### src/rtl/ir_key_fifo_if.sv
// Key FIFO bus: decoder-side capture inputs plus the application-side
// valid/ack head-of-queue view. The master drives the decoder and ack signals.
interface ir_key_fifo_if #(
    parameter int ADDR_W = 3
);
    logic [7:0]      tecla;
    logic            ready;
    logic            key_ack;
    logic            clear_ovf;
    logic [7:0]      key_out;
    logic            key_valid;
    logic            is_digit;
    logic [3:0]      digit;
    logic [ADDR_W:0] count;
    logic            overflow;

    // key_valid/key_ack: the head entry is consumed on any cycle where both are high;
    // key_out holds steady until then, and ack without valid is ignored.
    modport master (
        output tecla, ready, key_ack, clear_ovf,
        input  key_out, key_valid, is_digit, digit, count, overflow
    );

    modport slave (
        input  tecla, ready, key_ack, clear_ovf,
        output key_out, key_valid, is_digit, digit, count, overflow
    );
endinterface

### src/rtl/ir_key_fifo.sv
// First-word-fall-through key FIFO behind the IR decoder, one push per ready pulse.
// Optional repeat suppression is enabled with `define IR_KEY_REPEAT_FILTER_EN.
module ir_key_fifo #(
    parameter int          DEPTH   = 8,
    parameter int          ADDR_W  = 3,
    parameter logic [15:0] HOLDOFF = 16'd50000
) (
    input logic           clk,
    input logic           rst,
    ir_key_fifo_if.slave  key_if
);
    localparam logic [ADDR_W:0] CNT_FULL = (ADDR_W + 1)'(DEPTH);
    localparam logic [7:0]      NO_KEY   = 8'hFF;

    logic [7:0]        mem_q [DEPTH];
    logic [ADDR_W-1:0] wr_ptr_q, wr_ptr_d;
    logic [ADDR_W-1:0] rd_ptr_q, rd_ptr_d;
    logic [ADDR_W:0]   count_q, count_d;
    logic              ready_q;
    logic              overflow_q, overflow_d;

    logic rise, repeat_hit, push_req, full, pop, push, drop;

    assign rise     = key_if.ready && !ready_q;
    assign push_req = rise && (key_if.tecla != NO_KEY) && !repeat_hit;
    assign full     = (count_q == CNT_FULL);
    assign pop      = (count_q != '0) && key_if.key_ack;
    // A pop in the same cycle frees the slot, so a full FIFO still accepts.
    assign push     = push_req && (!full || pop);
    assign drop     = push_req && full && !pop;

`ifdef IR_KEY_REPEAT_FILTER_EN
    logic [15:0] holdoff_q, holdoff_d;
    logic [7:0]  last_key_q, last_key_d;

    assign repeat_hit = (key_if.tecla == last_key_q) && (holdoff_q != 16'd0);

    always_comb begin
        holdoff_d  = holdoff_q;
        last_key_d = last_key_q;
        if (rise)
            holdoff_d = HOLDOFF;
        else if (holdoff_q != 16'd0)
            holdoff_d = holdoff_q - 16'd1;
        if (push)
            last_key_d = key_if.tecla;
    end

    always_ff @(posedge clk) begin
        if (!rst) begin
            holdoff_q  <= 16'd0;
            last_key_q <= NO_KEY;
        end else begin
            holdoff_q  <= holdoff_d;
            last_key_q <= last_key_d;
        end
    end
`else
    assign repeat_hit = 1'b0;
`endif

    always_comb begin
        wr_ptr_d   = wr_ptr_q;
        rd_ptr_d   = rd_ptr_q;
        count_d    = count_q;
        overflow_d = overflow_q;
        if (push)
            wr_ptr_d = wr_ptr_q + ADDR_W'(1);
        if (pop)
            rd_ptr_d = rd_ptr_q + ADDR_W'(1);
        if (push && !pop)
            count_d = count_q + (ADDR_W + 1)'(1);
        else if (pop && !push)
            count_d = count_q - (ADDR_W + 1)'(1);
        if (drop)
            overflow_d = 1'b1;
        else if (key_if.clear_ovf)
            overflow_d = 1'b0;
    end

    always_ff @(posedge clk) begin
        if (!rst) begin
            wr_ptr_q   <= '0;
            rd_ptr_q   <= '0;
            count_q    <= '0;
            ready_q    <= 1'b0;
            overflow_q <= 1'b0;
        end else begin
            wr_ptr_q   <= wr_ptr_d;
            rd_ptr_q   <= rd_ptr_d;
            count_q    <= count_d;
            ready_q    <= key_if.ready;
            overflow_q <= overflow_d;
        end
    end

    // Storage is not reset; occupancy alone decides what is visible.
    always_ff @(posedge clk) begin
        if (push)
            mem_q[wr_ptr_q] <= key_if.tecla;
    end

    assign key_if.key_valid = (count_q != '0);
    assign key_if.key_out   = key_if.key_valid ? mem_q[rd_ptr_q] : NO_KEY;
    assign key_if.is_digit  = key_if.key_valid && (key_if.key_out <= 8'h09);
    assign key_if.digit     = key_if.is_digit ? key_if.key_out[3:0] : 4'hF;
    assign key_if.count     = count_q;
    assign key_if.overflow  = overflow_q;
endmodule

### src/flat_wrapper.sv
// flat-port wrapper written by rule: the top's interface ports become plain ports
module ir_key_fifo_flat 
#(
    parameter int          DEPTH   = 8,
    parameter int          ADDR_W  = 3,
    parameter logic [15:0] HOLDOFF = 16'd50000
)
  (clk, rst, key_if_tecla, key_if_ready, key_if_key_ack, key_if_clear_ovf, key_if_key_out, key_if_key_valid, key_if_is_digit, key_if_digit, key_if_count, key_if_overflow);
  ir_key_fifo_if #(.ADDR_W(ADDR_W)) key_if_i ();
  input logic clk;
  input logic rst;
  input wire logic [$bits(key_if_i.tecla)-1:0] key_if_tecla;
  input wire logic [$bits(key_if_i.ready)-1:0] key_if_ready;
  input wire logic [$bits(key_if_i.key_ack)-1:0] key_if_key_ack;
  input wire logic [$bits(key_if_i.clear_ovf)-1:0] key_if_clear_ovf;
  output wire logic [$bits(key_if_i.key_out)-1:0] key_if_key_out;
  output wire logic [$bits(key_if_i.key_valid)-1:0] key_if_key_valid;
  output wire logic [$bits(key_if_i.is_digit)-1:0] key_if_is_digit;
  output wire logic [$bits(key_if_i.digit)-1:0] key_if_digit;
  output wire logic [$bits(key_if_i.count)-1:0] key_if_count;
  output wire logic [$bits(key_if_i.overflow)-1:0] key_if_overflow;
  assign key_if_i.tecla = key_if_tecla;
  assign key_if_i.ready = key_if_ready;
  assign key_if_i.key_ack = key_if_key_ack;
  assign key_if_i.clear_ovf = key_if_clear_ovf;
  assign key_if_key_out = key_if_i.key_out;
  assign key_if_key_valid = key_if_i.key_valid;
  assign key_if_is_digit = key_if_i.is_digit;
  assign key_if_digit = key_if_i.digit;
  assign key_if_count = key_if_i.count;
  assign key_if_overflow = key_if_i.overflow;
  ir_key_fifo #(.DEPTH(DEPTH), .ADDR_W(ADDR_W), .HOLDOFF(HOLDOFF)) u_core (.clk(clk), .rst(rst), .key_if(key_if_i));
endmodule
### config.mk
export PLATFORM = sky130hd
export DESIGN_NAME = ir_key_fifo_flat
export DESIGN_NICKNAME = d
export VERILOG_FILES = /design/src/rtl/ir_key_fifo_if.sv /design/src/rtl/ir_key_fifo.sv /design/src/flat_wrapper.sv
export SDC_FILE = /design/constraint.sdc
export NUM_CORES = 1
export LEC_CHECK = 0
export BUFFER_PORTS_ARGS = -buffer_cell sky130_fd_sc_hd__buf_2
export CORE_ASPECT_RATIO = 0.8
export CORE_MARGIN = 2
export CORE_UTILIZATION = 61
export CTS_BUF_LIST = sky130_fd_sc_hd__clkbuf_8
export DETAILED_ROUTE_END_ITERATION = 12
export MAX_ROUTING_LAYER = met4
export PLACE_DENSITY = 0.79
export SLEW_MARGIN = 40
export SYNTH_ARGS = -nofsm -noshare
export SYNTH_HDL_FRONTEND = slang
export SYNTH_SLANG_ARGS = --single-unit
### constraint.sdc
create_clock -name clk -period 3.5 [get_ports clk]
set_input_delay 0.35 -clock clk [delete_from_list [all_inputs] [get_ports clk]]
set_output_delay 0.35 -clock clk [all_outputs]
set_load 0.03 [all_outputs]
==> results of run 1 <==
[routing by layer]
metal  vias to the layer above  GRT usage [%]
li1                        937              -
met1                       973           31.1
met2                        61           33.7
met3                         9           7.58
met4                         0           6.84
met5                         -              -
[flip-flops by register name, summed over array words and instances, names as in the netlist, named ones only]
name                    flops
u_core.key_if.count         4
u_core.key_if.overflow      1
u_core.mem_q               64
u_core.rd_ptr_q             3
u_core.ready_q              1
u_core.wr_ptr_q             3
[worst max-delay path, cell delays in order, from the launching register on]
cell and delay [ps]:
dfxtp_2 730, mux4_1 640, o22ai_1 350, a21oi_1 100, or3b_1 350, buf_2 180
[cell families (layout without fill, tap and decap cells)]
kind of cell	after synthesis	after routing	share of synthesized area [%]
mux	22	22	12.9
fa+ha+maj	6	6	2.40
flops	79	79	64.7
simple gates	64	64	9.76
buf+inv	16	59	2.29
xor+xnor	7	7	1.78
compound gates	27	27	6.19
[final cells by class]
class | count | area, um^2
tap | 78 | 97.6
inverter | 7 | 26.3
clock inverter | 7 | 113
sequential | 79 | 2220
clock buffer | 9 | 124
multi-input combinational | 126 | 1140
fill | 348 | 1510
timing repair buffer | 36 | 193
[synthesized netlist by cell type (2+ instances only)]
cell type,n
edfxtp_1,64
dfxtp_1,15
nor2_1,13
nand2_1,12
mux4_2,10
and2_1,9
nor3_1,9
inv_1,7
mux2i_1,6
mux4_1,6
ha_1,5
xnor2_1,5
a21oi_1,4
clkbuf_1,4
nor2b_1,4
o22ai_1,4
buf_2,3
nand2b_1,3
nand3_1,3
o21ai_0,3
or3_1,3
a211o_1,2
a211oi_1,2
a21boi_0,2
buf_6,2
nand4_1,2
o211ai_1,2
xor2_1,2
[how the worst min path moves through the flow]
stage	startpoint	to	slack (ps)	cells past startpoint
2_1_floorplan	key_if_tecla[0]	u_core.mem_q[0][0]	450	0
3_3_place_gp	u_core.rd_ptr_q[1]	u_core.rd_ptr_q[1]	490	2
3_5_place_dp	u_core.rd_ptr_q[1]	flip-flop	510	2
4_1_cts	key_if_ready	u_core.ready_q	250	2
5_1_grt	key_if_ready	u_core.ready_q	240	2
6_report	key_if_ready	u_core.ready_q	240	2
[per-stage QoR]
stage          total power [mW]  instances  cell area (um^2)
2_1_floorplan              1.79        221              3440
3_3_place_gp               1.97        326              3670
3_5_place_dp               1.99        326              3680
4_1_cts                    2.76        342              3910
5_1_grt                    2.90        342              3920
6_report                   2.75        342              3920
[where the power goes]
part           switching [mW]  leakage [nW]  total (mW)  internal, mW
registers              0.0709         0.703        1.15          1.08
logic                   0.492         0.509       0.823         0.330
clock network           0.317         0.114       0.785         0.468
total                   0.881          1.33        2.75          1.87
==> key figures, run 1 <==
Pwr
  – LEAKAGE: 1.33 nW
  – Worst-case vdd ir drop: 0.534 mV
  – Power Dens Cells: 702 nW/um^2

Layout
  – # nets final: 278
  – Antenna cells: 0
  – Commonest non-fill, non-tap cell in the layout: edfxtp_1
  – Fin util: 72.2%
  – Layout cells sized above 1: 26.1%
  – Area delta synth->final: 14.2%
  – Most frequent cells in the layout: edfxtp_1 (64), buf_2 (31), dfxtp_1 (13)

Global route
  – Vias in the first global route: 1,982
  – Initial antenna violation count: 0
  – First-pass GRT wire length: 9960 um
  – GR Overflow Total: 0
  – Total Routing Usage GR: 23.0%
  – Pin count of the biggest net entering global routing: 28

CTS
  – H-tree levels: 3
  – CTS root buf: clkbuf_8
  – Cts repair resizes: 0
  – Maximum root-to-sink buffer count: 2
  – Hold buffer count at cts: 0
  – CTS tree: built
  – CTS buffer count: 9
  – Clock Sinks: 79
  – Post-CTS Setup Bufs: 0
  – Clock Pin Slew Worst Setup and Hold Paths: 70 ps
  – Clock Latency Late Sink: 360 ps

Detailed routing
  – DR top layer: met4
  – DRC violations left: 0
  – Vias: 1,980
  – WL met1: 2560 um
  – Initial DRC count: 92
  – ANT nets after route: 0
  – Per-cell routed wire length: 18.4 um
  – Met2 WL post-DR: 3210 um
  – Drt total wl: 6280 um
  – Metal3 WL: 434 um
  – First drt pass iteration count: 4
  – Vias/cell: 5.79

Status
  – Outcome: complete, no violations

Worst setup path
  – CP Capture Point: key_if_digit[0]
  – Worst reg2reg path depth: 11
  – Setup slack, reg-to-reg: 720 ps
  – Setup crit end kind: primary output
  – Worst EP required: 3150 ps
  – FF-to-FF End: u_core.key_if.count[3]
  – RR Startpoint: u_core.key_if.count[0]
  – CP max FO: 27
  – Crit path launch type: flip-flop
  – Critical path type: flip-flop to primary output
  – Arrival @ worst endpoint: 2710 ps

Yosys
  – Top-area cell type share of the netlist area: 55.9%
  – Synth Instances: 221
  – Synth Area per Inst: 15.5 um^2
  – Cell taking the most area after synthesis: edfxtp_1
  – Net Count, Synth: 240
  – Sequential area share after synthesis: 64.7%
  – Count of cell types in the netlist: 43
  – Top cells by area, synth: edfxtp_1 (56%), dfxtp_1 (8.7%), mux4_2 (6.6%)
  – EDFF count, synth: 64
  – Post-synth ARST share: 0%
  – Number of synthesis warnings: 0
  – Synthesized flop and latch total: 79
  – Mapped cell area: 3440 um^2
  – Main synth FF type: edfxtp_1

Hold path
  – Min-delay worst type: input port to flip-flop

Placed design
  – DP HPWL: 4220 um
  – Pre-CTS setup slack: 708 ps
  – # port buffers: 31
  – Routability congestion estimate: 0.771

STA
  – Slew of the pin with the lowest slew margin: 776 ps
  – Tmin final: 3060 ps
  – Final setup vio count: 0
  – Max Clock Skew: 8.20 ps
  – Worst hold slack: 244 ps
  – Final Hold Violating Endpoints: 0
  – TNS Setup: 0 ps
  – Final Max Slew Viols: 0
  – Final Cycle Share: 87.5%
  – Final worst slack: 437 ps
  – Slew HR: 48.0%
  – Max Clock Freq: 326 MHz
  – RSZ-0062 raised after global routing: no

Floorplanning
  – IO Count: 32
  – Core Area: 5440 um^2
  – Die W: 87.9 um
  – Die area: 6250 um^2
  – Row count: 24
  – Initial Util: 63.2%
  – Die H: 71.1 um

Job
  – Max-Cap Viols: 0
No activity file was read; power rests on OpenSTA's default activity.
==> run 2, diff against run 1 <==
--- a/config.mk
+++ b/config.mk
@@ -8,11 +8,11 @@
 export BUFFER_PORTS_ARGS = -buffer_cell sky130_fd_sc_hd__buf_2
 export CORE_ASPECT_RATIO = 0.8
 export CORE_MARGIN = 2
-export CORE_UTILIZATION = 61
+export CORE_UTILIZATION = 55
 export CTS_BUF_LIST = sky130_fd_sc_hd__clkbuf_8
 export DETAILED_ROUTE_END_ITERATION = 12
 export MAX_ROUTING_LAYER = met4
-export PLACE_DENSITY = 0.79
+export PLACE_DENSITY = 0.75
 export SLEW_MARGIN = 40
 export SYNTH_ARGS = -nofsm -noshare
 export SYNTH_HDL_FRONTEND = slang
==> constraint.sdc (replaced) <==
create_clock -name clk -period 2.8 [get_ports clk]
set_input_delay 0.28 -clock clk [delete_from_list [all_inputs] [get_ports clk]]
set_output_delay 0.28 -clock clk [all_outputs]
set_load 0.03 [all_outputs]
==> key figures, run 2 (synthesis results as in run 1) <==
STA
  – Slew HR: 73.9% (was 48.0%)
  – Tmin final: 2710 ps
  – Slew of the pin with the lowest slew margin: 386 ps (was 776 ps)
  – Final setup vio count: 0 (unchanged)
  – Final worst slack: 93.1 ps (was 437 ps)
  – Final Max Slew Viols: 0 (unchanged)
  – Final Cycle Share: 96.7%
  – Final Hold Violating Endpoints: 0 (unchanged)
  – Max Clock Skew: 7.26 ps (was 8.20 ps)
  – Max Clock Freq: 369 MHz

Worst setup path
  – Crit path launch type: flip-flop (unchanged)
  – Setup slack, reg-to-reg: 200 ps (was 720 ps)
  – CP Capture Point: key_if_digit[0] (unchanged)
  – Setup crit end kind: primary output (unchanged)
  – Worst reg2reg path depth: 10 (was 11)
  – CP max FO: 19 (was 27)
  – FF-to-FF End: u_core.key_if.count[3] (unchanged)
  – Arrival @ worst endpoint: 2430 ps (was 2710 ps)
  – RR Startpoint: u_core.key_if.count[0] (unchanged)
  – Critical-path cell list: buf_8, or3_4, nand3_1, a41oi_2, a2111oi_4, or3b_1, buf_4 (was mux4_1, o22ai_1, a21oi_1, or3b_1, buf_2)
  – Critical path type: flip-flop to primary output (unchanged)
  – Crit path largest cell delay: 400 ps (was 730 ps)
  – Slowest stage cell, crit path: or3_4 (was dfxtp_2)
  – Worst EP required: 2520 ps (was 3150 ps)

Detailed routing
  – First drt pass iteration count: 5 (was 4)
  – Initial DRC count: 160 (was 92)
  – Vias: 2,022 (was 1,980)
  – Vias/cell: 5.59 (was 5.79)
  – ANT nets after route: 0 (unchanged)
  – Drt total wl: 6580 um (was 6280 um)
  – DRC violations left: 0 (unchanged)
  – Per-cell routed wire length: 18.2 um (was 18.4 um)

Global route
  – Pin count of the biggest net entering global routing: 20 (was 28)
  – Vias in the first global route: 2,032 (was 1,982)
  – Initial antenna violation count: 0 (unchanged)
  – Total Routing Usage GR: 21.9% (was 23.0%)
  – First-pass GRT wire length: 10,600 um (was 9960 um)
  – GR Overflow Total: 0 (unchanged)

Layout
  – Area delta synth->final: 17.2% (was 14.2%)
  – Final std cells w/o fill: 362 (was 342)
  – # nets final: 295 (was 278)
  – Number of flip-flops in the largest register: 64 (unchanged)
  – Fin util: 67.4% (was 72.2%)
  – Antenna cells: 0 (unchanged)
  – Most flops, register: u_core.mem_q (unchanged)
  – Most frequent cells in the layout: edfxtp_1 (64), buf_2 (30), buf_4 (22) (was edfxtp_1 (64), buf_2 (31), dfxtp_1 (13))
  – Commonest non-fill, non-tap cell in the layout: edfxtp_1 (unchanged)
  – Layout cells sized above 1: 30.6% (was 26.1%)

Placed design
  – # port buffers: 31 (unchanged)
  – Routability congestion estimate: 0.839 (was 0.771)
  – Placed insts: 346 (was 326)
  – DP HPWL: 4690 um (was 4220 um)
  – Pre-CTS setup slack: 166 ps (was 708 ps)

Floorplanning
  – IO Count: 32 (unchanged)
  – Die area: 6900 um^2 (was 6250 um^2)
  – Die W: 92.4 um (was 87.9 um)
  – Core Area: 5970 um^2 (was 5440 um^2)
  – Initial Util: 57.5% (was 63.2%)
  – Row count: 25 (was 24)
  – Die H: 74.7 um (was 71.1 um)

CTS
  – Maximum root-to-sink buffer count: 2 (unchanged)
  – H-tree levels: 3 (unchanged)
  – CTS buffer count: 9 (unchanged)
  – Clock Pin Slew Worst Setup and Hold Paths: 70 ps (about the same)
  – CTS root buf: clkbuf_8 (unchanged)
  – Clock Sinks: 79 (unchanged)
  – Post-CTS Setup Bufs: 0 (unchanged)
  – CTS tree: built (unchanged)
  – Clock Latency Late Sink: 350 ps (was 360 ps)

Job
  – Max-Cap Viols: 0 (unchanged)

Hold path
  – Min-delay worst type: input port to flip-flop (unchanged)
  – Cell depth of the worst min-delay path: 2 (unchanged)

Status
  – Outcome: complete, no violations (unchanged)

Pwr
  – Pwr Total: 3.37 mW (was 2.75 mW)
  – LEAKAGE: 1.41 nW (was 1.33 nW)
  – Power Dens Cells: 837 nW/um^2 (was 702 nW/um^2)
  – Worst-case vdd ir drop: 0.401 mV (was 0.534 mV)
==> run 2: cell types whose count changed in the layout (fill, tap and decap cells not counted), sizes merged <==
cell    delta
buf       +17
bufinv     -2
inv        +2
==> run 2: per-layer routing <==
| metal | track usage, % | share of wire (%) | wire length, um |
|---|---|---|---|
| met4 | 5.47 | 0.94 | 62 |
| met5 | - | 0 | 0 |
| met2 | 36.3 | 51 | 3350 |
| met3 | 6.31 | 4.3 | 286 |
| met1 | 27.2 | 44 | 2880 |
==> run 2: final cells by class <==
type | count | area [um^2]
clock buffers | 9 | 124
clock inverters | 7 | 66.3
fillers | 434 | 1950
inverters | 7 | 26.3
multi-input cells | 126 | 1150
flip-flops and latches | 79 | 2220
well taps | 81 | 101
repair buffers | 53 | 330
==> run 2: worst max-delay path: cells and delay by family, from the launching register on <==
kind,cells,cell delay [ps]
buffers and inverters,2,330
DFF,1,330
and+or+nand+nor,3,890
AOI/OAI and AO/OA,2,530
==> run 2: worst min-delay path by stage <==
stage / endpoint / start / slack [ps]
finish: u_core.ready_q / key_if_ready / 160
floorplan: u_core.mem_q[0][0] / key_if_tecla[0] / 380
CTS: u_core.ready_q / key_if_ready / 150
global route: u_core.ready_q / key_if_ready / 150
detailed placement: u_core.rd_ptr_q[1] / u_core.rd_ptr_q[1] / 520
global placement: u_core.rd_ptr_q[1] / u_core.rd_ptr_q[1] / 500
==> run 2: through the flow <==
step | hold WS (ps) | instance area [um^2] | TNS, ps
finish | 161 | 4030 | 0
global route | 148 | 4030 | -2.54
CTS | 151 | 4000 | 0
detailed placement | 520 | 3800 | 0
global placement | 503 | 3800 | 0
floorplan | 379 | 3440 | 0
==> run 2: power by group <==
group | leakage, nW | internal [mW] | switching, mW | total [mW]
logic | 0.610 | 0.480 | 0.670 | 1.15
registers | 0.703 | 1.35 | 0.0715 | 1.42
clock network | 0.0982 | 0.407 | 0.394 | 0.800
total | 1.41 | 2.23 | 1.14 | 3.37
==> run 2: what timing repair did <==
action                     4_1_cts  5_1_grt
hold buffers                     0        0
gates resized for setup          1       10
setup endpoints to repair        1        6
pin swaps                        0        2
==> run 3, diff against run 2 <==
--- a/config.mk
+++ b/config.mk
@@ -8,11 +8,11 @@
 export BUFFER_PORTS_ARGS = -buffer_cell sky130_fd_sc_hd__buf_2
 export CORE_ASPECT_RATIO = 0.8
 export CORE_MARGIN = 2
-export CORE_UTILIZATION = 55
+export CORE_UTILIZATION = 45
 export CTS_BUF_LIST = sky130_fd_sc_hd__clkbuf_8
 export DETAILED_ROUTE_END_ITERATION = 12
 export MAX_ROUTING_LAYER = met4
-export PLACE_DENSITY = 0.75
+export PLACE_DENSITY = 0.63
 export SLEW_MARGIN = 40
 export SYNTH_ARGS = -nofsm -noshare
 export SYNTH_HDL_FRONTEND = slang
==> key figures, run 3 (synthesis results as in run 1) <==
Status
  – Outcome: complete, no violations (unchanged)

Detailed routing
  – Metal3 WL: 371 um (was 286 um)
  – Per-cell routed wire length: 18.1 um (was 18.2 um)
  – Vias: 2,073 (was 2,022)
  – Met2 WL post-DR: 3270 um (was 3350 um)
  – WL met1: 3250 um (was 2880 um)
  – Drt total wl: 6980 um (was 6580 um)
  – DRC violations left: 0 (unchanged)
  – ANT nets after route: 0 (unchanged)
  – Initial DRC count: 134 (was 160)
  – Vias/cell: 5.37 (was 5.59)
  – DR top layer: met4 (unchanged)
  – First drt pass iteration count: 4 (was 5)

Job
  – Max-Cap Viols: 0 (unchanged)

Placed design
  – # port buffers: 31 (unchanged)
  – DP HPWL: 4760 um (was 4690 um)
  – Placement Cell Area: 3850 um^2 (was 3800 um^2)
  – Pre-CTS setup slack: 214 ps (was 166 ps)
  – Routability congestion estimate: 0.858 (was 0.839)

STA
  – Final Cycle Share: 97.7% (was 96.7%)
  – Final Max Slew Viols: 0 (unchanged)
  – Slew of the pin with the lowest slew margin: 407 ps (was 386 ps)
  – Max Clock Freq: 366 MHz (was 369 MHz)
  – Final worst slack: 65.0 ps (was 93.1 ps)
  – Max Clock Skew: 8.34 ps (was 7.26 ps)
  – Final Hold Violating Endpoints: 0 (unchanged)
  – Tmin final: 2730 ps (was 2710 ps)
  – Slew HR: 72.8% (was 73.9%)
  – Final setup vio count: 0 (unchanged)

Worst setup path
  – Arrival @ worst endpoint: 2450 ps (was 2430 ps)
  – Critical path type: flip-flop to primary output (unchanged)
  – FF-to-FF End: u_core.key_if.count[3] (unchanged)
  – Setup crit end kind: primary output (unchanged)
  – Setup slack, reg-to-reg: 210 ps (was 200 ps)
  – Crit path launch type: flip-flop (unchanged)
  – CP max FO: 21 (was 19)
  – RR Startpoint: u_core.key_if.count[1] (was u_core.key_if.count[0])
  – Worst reg2reg path depth: 10 (unchanged)
  – Worst EP required: 2520 ps (about the same)

Pwr
  – Worst-case vdd ir drop: 0.504 mV (was 0.401 mV)
  – Power Dens Cells: 849 nW/um^2 (was 837 nW/um^2)
  – LEAKAGE: 1.41 nW (about the same)

CTS
  – Clock Latency Late Sink: 340 ps (was 350 ps)
  – CTS tree: built (unchanged)
  – H-tree levels: 3 (unchanged)
  – Maximum root-to-sink buffer count: 2 (unchanged)
  – Clock Sinks: 79 (unchanged)
  – CTS root buf: clkbuf_8 (unchanged)
  – Clock Pin Slew Worst Setup and Hold Paths: 80 ps (was 70 ps)
  – Post-CTS Setup Bufs: 0 (unchanged)
  – CTS buffer count: 9 (unchanged)

Layout
  – Most frequent cells in the layout: edfxtp_1 (64), buf_2 (30), buf_4 (22) (unchanged)
  – Commonest non-fill, non-tap cell in the layout: edfxtp_1 (unchanged)
  – Layout cells sized above 1: 30.6% (unchanged)
  – Area delta synth->final: 19.0% (was 17.2%)
  – Most flops, register: u_core.mem_q (unchanged)
  – Number of flip-flops in the largest register: 64 (unchanged)
  – Antenna cells: 0 (unchanged)
  – # nets final: 295 (unchanged)
  – Final Instance Area: 4090 um^2 (was 4030 um^2)
  – # fillers: 606 (was 434)
  – Fin util: 55.3% (was 67.4%)

Floorplanning
  – Die area: 8350 um^2 (was 6900 um^2)
  – Core Area: 7390 um^2 (was 5970 um^2)
  – IO Count: 32 (unchanged)
  – Initial Util: 46.5% (was 57.5%)
  – Die W: 102 um (was 92.4 um)
  – Die H: 82.2 um (was 74.7 um)
  – Row count: 28 (was 25)

Hold path
  – Cell depth of the worst min-delay path: 2 (unchanged)
  – Min-delay worst type: input port to flip-flop (unchanged)
  – Hold_sp: key_if_ready (unchanged)
  – Worst Hold Endpoint: u_core.ready_q (unchanged)

Global route
  – GR Overflow Total: 0 (unchanged)
  – First-pass GRT wire length: 10,900 um (was 10,600 um)
  – Total Routing Usage GR: 18.8% (was 21.9%)
  – Pin count of the biggest net entering global routing: 22 (was 20)
  – Vias in the first global route: 2,049 (was 2,032)
  – Initial antenna violation count: 0 (unchanged)
-- run 3: worst max-delay path, cell delays in order, from the launching register on --
cell and delay (ps):
dfxtp_1 340, buf_12 170, or3_4 400, nand3_1 110, a41oi_2 150, a2111oi_4 350
or3b_4 420, buf_4 170
-- run 3: final cells by class --
type                       instances  area, um^2  share of cell area [%]
clock buffer                       9         124                    3.03
clock inverter                     7        87.6                    2.14
inverter                           7        26.3                   0.642
multi-input combinational        126        1160                    28.4
sequential                        79        2220                    54.4
tap                              105         131                    3.21
timing repair buffer              53         335                    8.20
-- run 3: power breakdown --
part           switching [mW]  internal (mW)  total (mW)
registers              0.0549           1.34        1.40
logic                   0.687          0.491        1.18
clock network           0.403          0.494       0.896
total                    1.14           2.33        3.47
-- run 3: repair_timing --
action | in CTS | in global routing
hold buffers | 0 | 0
hold endpoints to repair | 0 | 0
pin swaps | 0 | 2
setup endpoints to repair | 3 | 2
resized for setup | 2 | 7
-- run 3: worst max-delay path by stage --
stage,startpoint,endpoint,depth (start not counted),slack (ps)
4_1_cts,flip-flop,key_if_digit[0],7,50
3_3_place_gp,u_core.key_if.count[1],u_core.key_if.count[3],10,310
6_report,flip-flop,key_if_digit[0],7,70
5_1_grt,flip-flop,key_if_digit[0],7,-10
3_5_place_dp,key_if_tecla[4],u_core.key_if.count[3],12,210
2_1_floorplan,u_core.key_if.count[0],u_core.key_if.count[3],11,10
-- run 3: metal layers --
metal	vias up	track usage [%]
li1	967	-
met1	1037	25.9
met2	61	27.6
met3	8	5.13
met4	0	6.08
met5	-	-
-- run 3: stage by stage --
step | instances | hold WS (ps) | setup TNS, ps | total power, mW
after floorplan | 221 | 379 | 0 | 2.24
after global placement | 370 | 500 | 0 | 2.59
after detailed placement | 370 | 496 | 0 | 2.59
after CTS | 386 | 136 | 0 | 3.49
after global routing | 386 | 144 | -13.4 | 3.67
final | 386 | 151 | 0 | 3.47
